[src/rtl/alu_pkg.sv]
// alu_pkg: shared definitions for the ALU issue slice.
//   alu_ctrl_e : 4-bit ALU control codes understood by alu
//   alu_op_e   : 2-bit ALUOp from the main decoder
//   FUNCT_*    : R-type funct values that map onto ALU operations
package alu_pkg;

  typedef enum logic [3:0] {
    CTRL_AND = 4'b0000,
    CTRL_OR  = 4'b0001,
    CTRL_ADD = 4'b0010,
    CTRL_SUB = 4'b0110,
    CTRL_SLT = 4'b0111,
    CTRL_NOR = 4'b1100
  } alu_ctrl_e;

  typedef enum logic [1:0] {
    ALUOP_ADD     = 2'b00,
    ALUOP_SUB     = 2'b01,
    ALUOP_FUNCT   = 2'b10,
    ALUOP_ILLEGAL = 2'b11
  } alu_op_e;

  localparam logic [5:0] FUNCT_ADD = 6'b100000;
  localparam logic [5:0] FUNCT_SUB = 6'b100010;
  localparam logic [5:0] FUNCT_AND = 6'b100100;
  localparam logic [5:0] FUNCT_OR  = 6'b100101;
  localparam logic [5:0] FUNCT_NOR = 6'b100111;
  localparam logic [5:0] FUNCT_SLT = 6'b101010;

endpackage

[src/rtl/alu.sv]
// alu: 32-bit combinational ALU.
//   ctrl in 4 : operation code (0000 and, 0001 or, 0010 add, 0110 sub,
//               0111 slt signed, 1100 nor)
//   a, b in 32: operands
//   out out 32: result, modulo 2^32; unknown codes yield 0
module alu (
  input  logic [3:0]  ctrl,
  input  logic [31:0] a,
  input  logic [31:0] b,
  output logic [31:0] out
);

  always_comb begin
    // NOTE: a default before the case keeps every path assigned, so no latch is inferred.
    out = '0;
    case (ctrl)
      4'b0000: out = a & b;
      4'b0001: out = a | b;
      4'b0010: out = a + b;
      4'b0110: out = a - b;
      4'b0111: out = ($signed(a) < $signed(b)) ? 32'd1 : 32'd0;
      4'b1100: out = ~(a | b);
      default: out = '0;
    endcase
  end

endmodule

[src/rtl/alu_ctrl_decode.sv]
// alu_ctrl_decode: combinational ALUOp/funct to ALU control decode.
//   alu_op  in 2 : 00 add, 01 sub, 10 use funct, 11 illegal
//   funct   in 6 : R-type funct field
//   ctrl    out  : ALU control code (ADD when illegal)
//   illegal out 1: operation does not map onto an ALU function
module alu_ctrl_decode
  import alu_pkg::*;
(
  input  logic [1:0] alu_op,
  input  logic [5:0] funct,
  output alu_ctrl_e  ctrl,
  output logic       illegal
);

  always_comb begin
    ctrl    = CTRL_ADD;
    illegal = 1'b0;
    case (alu_op_e'(alu_op))
      ALUOP_ADD: ctrl = CTRL_ADD;
      ALUOP_SUB: ctrl = CTRL_SUB;
      ALUOP_FUNCT: begin
        case (funct)
          FUNCT_ADD: ctrl = CTRL_ADD;
          FUNCT_SUB: ctrl = CTRL_SUB;
          FUNCT_AND: ctrl = CTRL_AND;
          FUNCT_OR:  ctrl = CTRL_OR;
          FUNCT_NOR: ctrl = CTRL_NOR;
          FUNCT_SLT: ctrl = CTRL_SLT;
          default:   illegal = 1'b1;
        endcase
      end
      default: illegal = 1'b1;
    endcase
  end

endmodule

[src/rtl/alu_issue_stage.sv]
// alu_issue_stage: two-stage issue/capture wrapper around alu.
// S1 holds decoded operands and drives alu; S2 captures the result.
// Optional feature macro: ALU_ISSUE_ZERO_FLAG_EN adds the out_zero port.
//   clk, rst (sync, active-high)
//   in_valid/in_ready, in_alu_op, in_funct, in_a, in_b, in_tag : request
//   out_valid/out_ready, out_result, out_tag, out_illegal     : response
//   out_zero (macro only) : registered result == 0
//   op_count : results consumed downstream, wraps
module alu_issue_stage
  import alu_pkg::*;
#(
  parameter int TAG_W = 4,
  parameter int CNT_W = 16
) (
  input  logic             clk,
  input  logic             rst,
  input  logic             in_valid,
  output logic             in_ready,
  input  logic [1:0]       in_alu_op,
  input  logic [5:0]       in_funct,
  input  logic [31:0]      in_a,
  input  logic [31:0]      in_b,
  input  logic [TAG_W-1:0] in_tag,
  output logic             out_valid,
  input  logic             out_ready,
  output logic [31:0]      out_result,
  output logic [TAG_W-1:0] out_tag,
  output logic             out_illegal,
`ifdef ALU_ISSUE_ZERO_FLAG_EN
  output logic             out_zero,
`endif
  output logic [CNT_W-1:0] op_count
);

  alu_ctrl_e dec_ctrl;
  logic      dec_illegal;

  logic             s1_valid;
  logic [31:0]      s1_a, s1_b;
  alu_ctrl_e        s1_ctrl;
  logic [TAG_W-1:0] s1_tag;
  logic             s1_illegal;

  logic             s2_valid;
  logic [31:0]      s2_result;
  logic [TAG_W-1:0] s2_tag;
  logic             s2_illegal;

  logic [31:0] alu_out;
  logic        s1_load, s2_load;

  alu_ctrl_decode u_decode (
    .alu_op  (in_alu_op),
    .funct   (in_funct),
    .ctrl    (dec_ctrl),
    .illegal (dec_illegal)
  );

  alu u_alu (
    .ctrl (s1_ctrl),
    .a    (s1_a),
    .b    (s1_b),
    .out  (alu_out)
  );

  // S2 frees up in the same cycle it drains, so S1 can advance behind it
  // without a bubble; out_valid itself stays a pure register output.
  assign s2_load  = s1_valid && (!s2_valid || out_ready);
  assign in_ready = !s1_valid || s2_load;
  assign s1_load  = in_valid && in_ready;

  // NOTE: sequential state uses non-blocking assignments so every register samples pre-edge values.
  always_ff @(posedge clk) begin
    // NOTE: all registers are reset, payload included, so outputs read as zero out of reset.
    if (rst) begin
      s1_valid   <= 1'b0;
      s1_a       <= '0;
      s1_b       <= '0;
      s1_ctrl    <= CTRL_ADD;
      s1_tag     <= '0;
      s1_illegal <= 1'b0;
    end else begin
      if (s1_load) begin
        s1_valid   <= 1'b1;
        s1_a       <= in_a;
        s1_b       <= in_b;
        s1_ctrl    <= dec_ctrl;
        s1_tag     <= in_tag;
        s1_illegal <= dec_illegal;
      end else if (s2_load) begin
        s1_valid <= 1'b0;
      end
    end
  end

  always_ff @(posedge clk) begin
    if (rst) begin
      s2_valid   <= 1'b0;
      s2_result  <= '0;
      s2_tag     <= '0;
      s2_illegal <= 1'b0;
    end else begin
      if (s2_load) begin
        s2_valid   <= 1'b1;
        s2_result  <= s1_illegal ? 32'd0 : alu_out;
        s2_tag     <= s1_tag;
        s2_illegal <= s1_illegal;
      end else if (out_ready) begin
        s2_valid <= 1'b0;
      end
    end
  end

`ifdef ALU_ISSUE_ZERO_FLAG_EN
  always_ff @(posedge clk) begin
    if (rst) begin
      out_zero <= 1'b0;
    end else if (s2_load) begin
      out_zero <= s1_illegal || (alu_out == 32'd0);
    end
  end
`endif

  always_ff @(posedge clk) begin
    if (rst) begin
      op_count <= '0;
    end else if (s2_valid && out_ready) begin
      op_count <= op_count + CNT_W'(1);
    end
  end

  assign out_valid   = s2_valid;
  assign out_result  = s2_result;
  assign out_tag     = s2_tag;
  assign out_illegal = s2_illegal;

endmodule

[config.mk]
export PLATFORM = sky130hd
export DESIGN_NAME = alu_issue_stage
export DESIGN_NICKNAME = d
export VERILOG_FILES = /design/src/rtl/alu_pkg.sv /design/src/rtl/alu.sv /design/src/rtl/alu_ctrl_decode.sv /design/src/rtl/alu_issue_stage.sv
export SDC_FILE = /design/constraint.sdc
export NUM_CORES = 1
export LEC_CHECK = 0
export CAP_MARGIN = 10
export CORE_UTILIZATION = 55
export CTS_CLUSTER_DIAMETER = 60
export DETAILED_ROUTE_END_ITERATION = 8
export PLACE_DENSITY = 0.81
export SYNTH_ARGS = -nofsm -noshare
export SYNTH_HDL_FRONTEND = slang
export SYNTH_HIERARCHICAL = 1
export SYNTH_SLANG_ARGS = --single-unit
[constraint.sdc]
create_clock -name clk -period 3.1 [get_ports clk]
set_clock_uncertainty 0.05 [all_clocks]
set_input_delay 0.31 -clock clk [delete_from_list [all_inputs] [get_ports clk]]
set_output_delay 0.31 -clock clk [all_outputs]
set_load 0.01 [all_outputs]
Yosys cells after proc, flatten, opt, wreduce, memory -nomap -nowiden
Index checks and enable logic that the tools add are counted.

Add/sub/neg operators: 3. $lt $le $gt $ge: 1. Equal/unequal tests: 13. Mux-type cells: 11. Bitwise gates (word level): 3. Reduce and logical (&&, ||, !) cells: 13.

Operator list (number): $pmux W32 S6 (1); $eq A6 B6 Y1 const B (6); $add A32 B32 Y32 (1); $and A32 B32 Y32 (1); $lt A32 B32 Y1 (1); $mux W32 (1); $not A32 Y32 (1); $or A32 B32 Y32 (1); $sub A32 B32 Y32 (1); $pmux W4 S5 (1); $add A16 B1 Y16 const B (1); $eq A4 B3 Y1 const B (2); $pmux W4 S2 (1); $mux W1 (6); $reduce_or A6 Y1 (1); $eq A4 B1 Y1 const B (1); $eq A4 B2 Y1 const B (1); $eq A4 B4 Y1 const B (1); $logic_not A4 Y1 (1); $reduce_bool A2 Y1 (2); $logic_and A1 B1 Y1 (3); $eq A2 B1 Y1 const B (1); $eq A2 B2 Y1 const B (1); $logic_not A1 Y1 (2); 4 further kinds (5).

Register bits: 128. Input bits: 80. Output and inout port bits: 55. Word-level logic and storage cells: 55.

Depth between registers and ports, before layout
Gate-level depths: netlist of run 1.

Word-level depth: 6. Mapped depth: 14.

Cells and area by module
Netlist of run 1, hierarchy kept.

By module, submodules not included: alu (times used 1, cells each 718, area each 4853.4 um^2, seq. area each 0.0 um^2); alu_issue_stage (times used 1, cells each 570, area each 4677.0 um^2, seq. area each 2562.5 um^2); alu_ctrl_decode (times used 1, cells each 25, area each 198.9 um^2, seq. area each 0.0 um^2).

Worst setup path before layout of run 1
No wires, ideal clock.

Kind: register to register. Start point: register s1_a[0]. End point: register s2_result[30], in the netlist out_result[30]. Library setup time: 0.132 ns. Data arrival time: 2.690 ns. Required time: 2.918 ns. Slack: 0.228 ns. Cell stages (with the launch flop): 15. Buffers on the path: 0. Cells stage by stage: dfxtp_1 > inv_1 > ha_1 > fa_1 > or2_1 > a221oi_2 > o41a_1 > o21ai_0 > a41o_1 > or2_1 > a31oi_1 > xor2_1 > o21ai_1 > nand3b_1 > a21oi_1.

Longest elaborated chain between the ends: 3.

RTL lines: start: declaration (line alu_issue_stage.sv:39) `logic [31:0] s1_a, s1_b;`; start signal: assignment (line alu_issue_stage.sv:85) `s1_a <= in_a;`; $sub A32 B32 Y32 / $add A32 B32 Y32 (equally long branches) (line alu.sv:20, alu.sv:19); $pmux W32 S6 * (line alu.sv:16) `case (ctrl)`; via alu_out[30] (line alu_issue_stage.sv:49) `logic [31:0] alu_out;`; $mux W32 * (line alu_issue_stage.sv:105) `s2_result <= s1_illegal ? 32'd0 : alu_out;`; end signal: assignment (line alu_issue_stage.sv:105); end: declaration (line alu_issue_stage.sv:45) `logic [31:0] s2_result;`.

The timed path passes the listed nets; every way through them passes the cells marked *. A chain may end at the register's enable or synchronous reset.

Worst setup path in the final report of run 1
Start point: register s1_a[1]. End point: register s2_result[30], in the netlist out_result[30].

The elaborated chain is that of the path after synthesis.

==> results.yml, run 1 <==
timing:
  min_period_ns: 3.02
  finalHoldViolations: 0
  max_slew_margin_pct: 41.6
  rsz0062_at_grt: "yes"
  period_share_pct: 97.4
  setup_violations: 0
  slew_viol_final: 0
  max_clock_freq_mhz: 331
  setup_ws_ns: 0.0800
  worst_hold_slack_ns: 0.344
  worst_pin_slew_ns: 0.876
yosys:
  synth.area.top_cells: "dfxtp_1, ha_1, nand2_1, a21oi_1, nor2_1"
  synth.distinct_cells: 90
  yosysTopAreaCell: "dfxtp_1"
  netlist_top_cells_count: "nand2_1, a21oi_1, dfxtp_1"
  netlist_area_sq_um: 9730
  syn_inst: 1313
  netlist.area_leader.share_pct: 26.3
  avgSynthCellArea_sq_um: 7.41
  synthArstFlopShare_pct: 0
  synth_ff_type: "dfxtp_1"
  synth_warnings: 6
  ys_ff_latch: 128
  synthesis.nets: 1501
  ys_seq_area_share_pct: 26.3
  synth_most_common_cell: "nand2_1"
  synth-edff-count: 0
floorplanning:
  dieArea_sq_um: 18200
  die_w_um: 135
  ioPinCount: 135
  die_height_um: 135
  coreArea_sq_um: 17300
  initial_utilization_pct: 56.2
  row_count: 48
layout:
  fin_nets: 1697
  insertedDiodeCount: 0
  area_delta_synth_final_pct: 32.4
  stdcell_count: 1747
  final_area_sq_um: 12900
  drive_gt1_share_pct: 16.6
power:
  power_density_nw_per_um2: 404
  ir_drop_v: 0.000399
  p_leak_nw: 5.08
detailed_routing:
  drc_errors: 0
  top_layer_used: "met4"
  ant_nets: 0
  met3_length_um: 1850
  drt-met1-wl_um: 12700
  routedWlPerCell_um: 16.7
  wl_met2_um: 13900
  dr_total_vias: 10200
  dr.pass1.iters: 6
  drtIter0Drc: 970
  routed_via_density: 5.86
  finalWirelength_um: 29100
worst_setup_path:
  endpoint_kind: "flop"
  cp.arrival_ns: 3.28
  cp_max_fo: 3
  critPathMaxStageDelay_ns: 0.40
  critical_path_required_ns: 3.36
  crit_type: "flop to flop"
  start_kind: "flop"
  crit_slowest_cell: "dfxtp_1"
  path_cells: "inv_2 -> fa_2 -> or2_4 -> a221oi_4 -> o41a_1 -> o21ai_2 -> a41o_1 -> or2_1 -> a31oi_2 -> xor2_1 -> o21ai_1 -> nand3b_1 -> a21oi_1"
place:
  dpl_cell_area_sq_um: 11900
  gp_congestion: 0.921
  pre_cts_ws_ns: -0.146
  dpl.hpwl_um: 20100
  io_buffer_count: 134
  placedCellCount: 1707
hold_path:
  hp-class: "primary input to flop"
cts:
  path_clk_slew_ns: 0.07
  cts_root_buffer: "clkbuf_16"
  clock-sinks: 128
  clk_path_buf_depth: 2
  hold_buffers: 0
  cts.htree.levels: 4
  cts_tree: "built"
  cts_inserted_buffers: 17
  clk_latency_ns: 0.43
global_route:
  grt_max_degree: 73
  first_global_vias: 9682
  antenna_found_initial: 0
  grt_pass1_wl_um: 45900
  grt_usage_pct: 31.4
  grt-ovfl-total: 0
run:
  max-cap-violations: 0
run_status:
  outcome: "complete, no violations"
report_power, final:
group	leakage (nW)	internal, W	switching, W	total (W)
clock network	0.288	0.00114	0.000896	0.00204
registers	1.05	0.00172	0.0000594	0.00178
logic	3.74	0.000645	0.000745	0.00139
total	5.08	0.00351	0.00170	0.00521
per-layer routing:
layer | track usage (%) | vias to the layer above
met5 | 0 | -
met1 | 39.5 | 4801
met4 | 11.5 | 0
met2 | 52.9 | 423
met3 | 6.12 | 66
li1 | - | 4943
metrics by stage:
stage	total power (W)	setup TNS, ns	util [%]
after floorplan	0.00257	0	-
after global placement	0.00305	-0.0154	68.8
after detailed placement	0.00307	-0.206	68.8
after CTS	0.00511	0	72.4
after global routing	0.00542	-0.142	74.5
final	0.00521	0	74.5
kinds of logic after synthesis:
family | synth area share, %
buffers and inverters | 7.46
xor gates and xnor gates | 3.69
muxes | 0.476
DFF | 26.3
AOI/OAI and AO/OA | 24.8
and+or+nand+nor | 23.2
adders and majority gates | 14.0
critical path: cells and delay by family (launching register included):
kind	cells	cell delay (ns)
simple gates	3	0.62
flops	1	0.40
xor+xnor	1	0.16
buf+inv	1	0.10
compound gates	7	1.17
fa+ha+maj	1	0.40
flip-flops by register name, summed over array words and instances (netlist names), 4 cells and up:
name        count
out_tag         4
out_result     32
s1_b           32
s1_ctrl         4
s1_a           32
op_count       16
s1_tag          4
path summary, 6_finish.rpt:
path | startpoint | end | slack, ns | cells past startpoint
min | rst | s1_a[15]$_SDFFE_PP0P_ | 0.34 | 2
min reg2reg | out_result[4]$_SDFFE_PP0P_ | out_result[4]$_SDFFE_PP0P_ | 0.40 | 2
max reg2reg | s1_a[1]$_SDFFE_PP0P_ | out_result[30]$_SDFFE_PP0P_ | 0.08 | 13
max | s1_a[1]$_SDFFE_PP0P_ | out_result[30]$_SDFFE_PP0P_ | 0.08 | 13
layout make-up:
| class | count | area [sq um] |
|---|---|---|
| Timing Repair Buffer | 258 | 2290 |
| Tap cell | 225 | 282 |
| Clock buffer | 17 | 425 |
| Sequential cell | 128 | 2570 |
| Inverter | 97 | 364 |
| Fill cell | 1310 | 4420 |
| Clock inverter | 15 | 158 |
| Multi-Input combinational cell | 1007 | 6780 |
layout by cell type (no fill, tap or decap), drive strengths merged, types with 4 or more instances in the layout:
cell,Yosys,routed
ha,106,106
or3,7,7
o211ai,14,14
inv,97,108
nor3,21,21
and3,4,4
a21oi,171,171
nand2b,6,6
or2,6,6
a211oi,8,8
o21a,5,5
xnor2,28,28
nor4,9,9
and4,4,4
nand4,11,11
a31oi,9,9
nand2,225,225
dfxtp,128,128
nand3b,36,36
a21o,13,13
nor2,104,104
o31ai,9,9
nor2b,11,11
clkbuf,47,17
o21ai,71,71
buf,34,125
nand3,17,17
xor2,13,13
a221oi,34,34
clkdlybuf4s50,0,133
o21bai,6,6
timing repair:
action | 4_1_cts | 5_1_grt
endpoints found under the setup margin | 4 | 20
endpoints found under the hold margin | 0 | 0
pin swaps | 10 | 31
buffers inserted | 3 | 5
resized for setup | 6 | 69
cloned | 0 | 0
Note: power is estimated with default switching activity, not from simulation.
==> run 2: changes to the inputs <==
--- a/config.mk
+++ b/config.mk
@@ -10,6 +10,7 @@
 export CTS_CLUSTER_DIAMETER = 60
 export DETAILED_ROUTE_END_ITERATION = 8
 export PLACE_DENSITY = 0.81
+export RECOVER_POWER = 100
 export SYNTH_ARGS = -nofsm -noshare
 export SYNTH_HDL_FRONTEND = slang
 export SYNTH_HIERARCHICAL = 1
==> results of run 2 <==
No change in the layout: final DEF, timing and power equal those of run 1.
==> run 3: changes to the inputs <==
--- a/config.mk
+++ b/config.mk
@@ -6,11 +6,13 @@
 export NUM_CORES = 1
 export LEC_CHECK = 0
 export CAP_MARGIN = 10
+export CORE_MARGIN = 3
 export CORE_UTILIZATION = 55
 export CTS_CLUSTER_DIAMETER = 60
 export DETAILED_ROUTE_END_ITERATION = 8
 export PLACE_DENSITY = 0.81
 export RECOVER_POWER = 100
+export SLEW_MARGIN = 20
 export SYNTH_ARGS = -nofsm -noshare
 export SYNTH_HDL_FRONTEND = slang
 export SYNTH_HIERARCHICAL = 1
==> results.yml, run 3 (synthesis results as in run 1) <==
floorplanning:
  dieArea_sq_um: 19300
  coreArea_sq_um: 17300
  ioPinCount: 135
  initial_utilization_pct: 56.2
  row_count: 48
  die_height_um: 139
  die_w_um: 139
timing:
  max_slew_margin_pct: 39.8
  finalHoldViolations: 0
  setup_violations: 1
  slew_viol_final: 0
  worst_hold_slack_ns: 0.302
  rsz0062_at_grt: "yes"
  period_share_pct: 100
  worst_pin_slew_ns: 0.903
  min_period_ns: 3.11
  setup_ws_ns: -0.00536
  setup_tns_ns: -0.00536
  max_clock_freq_mhz: 322
run_status:
  violations: "negative setup slack"
  outcome: "finished with violations"
worst_setup_path:
  cp.arrival_ns: 3.42
  start_kind: "flop"
  cp_max_fo: 4
  endpoint_kind: "flop"
  cp-startpoint: "s1_a[4]$_SDFFE_PP0P_"
  cpLargestDelayFamily: "compound AO/OA/AOI/OAI gates"
  crit_buf_inv: 2
  rr_worst_depth: 14
  r2r_start: "s1_a[4]$_SDFFE_PP0P_"
  crit_slowest_cell: "a221oi_4"
  critPathMaxStageDelay_ns: 0.46
  crit_cells: 14
  path_cells: "inv_1 -> ha_2 -> nand2b_1 -> a211oi_2 -> a21oi_2 -> a221oi_4 -> o32ai_4 -> buf_4 -> o211ai_1 -> a22oi_1 -> xnor2_1 -> o21ai_1 -> nand3b_1 -> a21oi_1"
  critical_path_required_ns: 3.42
  crit_type: "flop to flop"
place:
  dpl.hpwl_um: 20500
  io_buffer_count: 134
  pre_cts_ws_ns: -0.149
  gp_congestion: 0.967
hold_path:
  hp-class: "primary input to flop"
  holdPathStages: 2
  hold_start: "rst"
layout:
  final_common_cell: "nand2_1"
  seq_area_sq_um: 2570
  fin_util_pct: 73.8
  fin_nets: 1681
  drive_gt1_share_pct: 15.3
  multi_input_area_sq_um: 6760
  final_cell_mix: "nand2_1, a21oi_1, clkdlybuf4s50_1"
  fillers: 1304
  insertedDiodeCount: 0
  area_delta_synth_final_pct: 31.2
detailed_routing:
  drc_errors: 0
  dr_total_vias: 10400
  routedWlPerCell_um: 17.4
  routed_via_density: 6.02
  finalWirelength_um: 30200
  dr.pass1.iters: 5
  drtIter0Drc: 1110
  ant_nets: 0
cts:
  clock-sinks: 128
  cts.htree.levels: 4
  clk_latency_ns: 0.44
  cts_tree: "built"
  hold_buffers: 0
  clk_path_buf_depth: 2
  path_clk_slew_ns: 0.07
  cts_root_buffer: "clkbuf_16"
  cts_inserted_buffers: 17
global_route:
  grt_max_degree: 84
  antenna_found_initial: 0
  grt_usage_pct: 29.5
  grt_pass1_wl_um: 48300
  grt-ovfl-total: 0
  first_global_vias: 10000
power:
  ir_drop_v: 0.000539
  power_w: 0.00526
  p_leak_nw: 5.01
  power_density_nw_per_um2: 412
run:
  max-cap-violations: 0
==> run 3: changes by cell type in the layout (fill, tap and decap cells not counted), sizes merged <==
cell	delta
clkinv	+1
buf	-16
inv	-1
==> run 3: path summary, 6_finish.rpt <==
path                                 end  slack, ns
max          out_result[25]$_SDFFE_PP0P_     -0.005
min          out_result[15]$_SDFFE_PP0P_       0.30
max reg2reg  out_result[25]$_SDFFE_PP0P_     -0.005
min reg2reg      out_tag[0]$_SDFFE_PP0P_       0.40
==> run 3: cell type report <==
| cell class | instances | share of cell area, % |
|---|---|---|
| clock buffer | 17 | 3.33 |
| clock inverter | 15 | 1.48 |
| timing repair buffer | 242 | 17.0 |
| sequential | 128 | 20.1 |
| tap | 225 | 2.21 |
| inverter | 97 | 2.85 |
| multi-input combinational | 1007 | 53.0 |
==> run 3: worst reg2reg max path: stages, from the launching register on <==
cell      delay, ns
dfxtp_1        0.40
inv_1          0.07
ha_2           0.40
nand2b_1       0.09
a211oi_2       0.26
a21oi_2        0.11
a221oi_4       0.46
o32ai_4        0.20
buf_4          0.18
o211ai_1       0.18
a22oi_1        0.12
xnor2_1        0.17
o21ai_1        0.13
nand3b_1       0.09
a21oi_1        0.14
==> run 3: repair_timing <==
action,4_1_cts,5_1_grt
buffers inserted,4,4
gates resized for setup,12,55
pin swaps,16,23
setup endpoints to repair,6,21
hold endpoints to repair,0,0
==> run 3: metrics by stage <==
stage / std cells / cell area (sq um)
2_1_floorplan: 1313 / 9730
3_3_place_gp: 1692 / 11800
3_5_place_dp: 1692 / 11800
4_1_cts: 1727 / 12500
5_1_grt: 1731 / 12800
6_report: 1731 / 12800
==> run 3: report_power, final <==
group / switching (W) / leakage (nW) / total, W / internal [W]
Combinational: 0.000748 / 3.66 / 0.00137 / 0.000622
Clock: 0.000945 / 0.299 / 0.00211 / 0.00116
Sequential: 0.0000611 / 1.05 / 0.00178 / 0.00172
Total: 0.00175 / 5.01 / 0.00526 / 0.00351
==> run 3: routing by layer <==
layer / wire length (um) / track usage (%)
met5: 0 / 0
met2: 14400 / 50.0
met3: 2350 / 5.83
met4: 689 / 9.37
met1: 12700 / 37.9
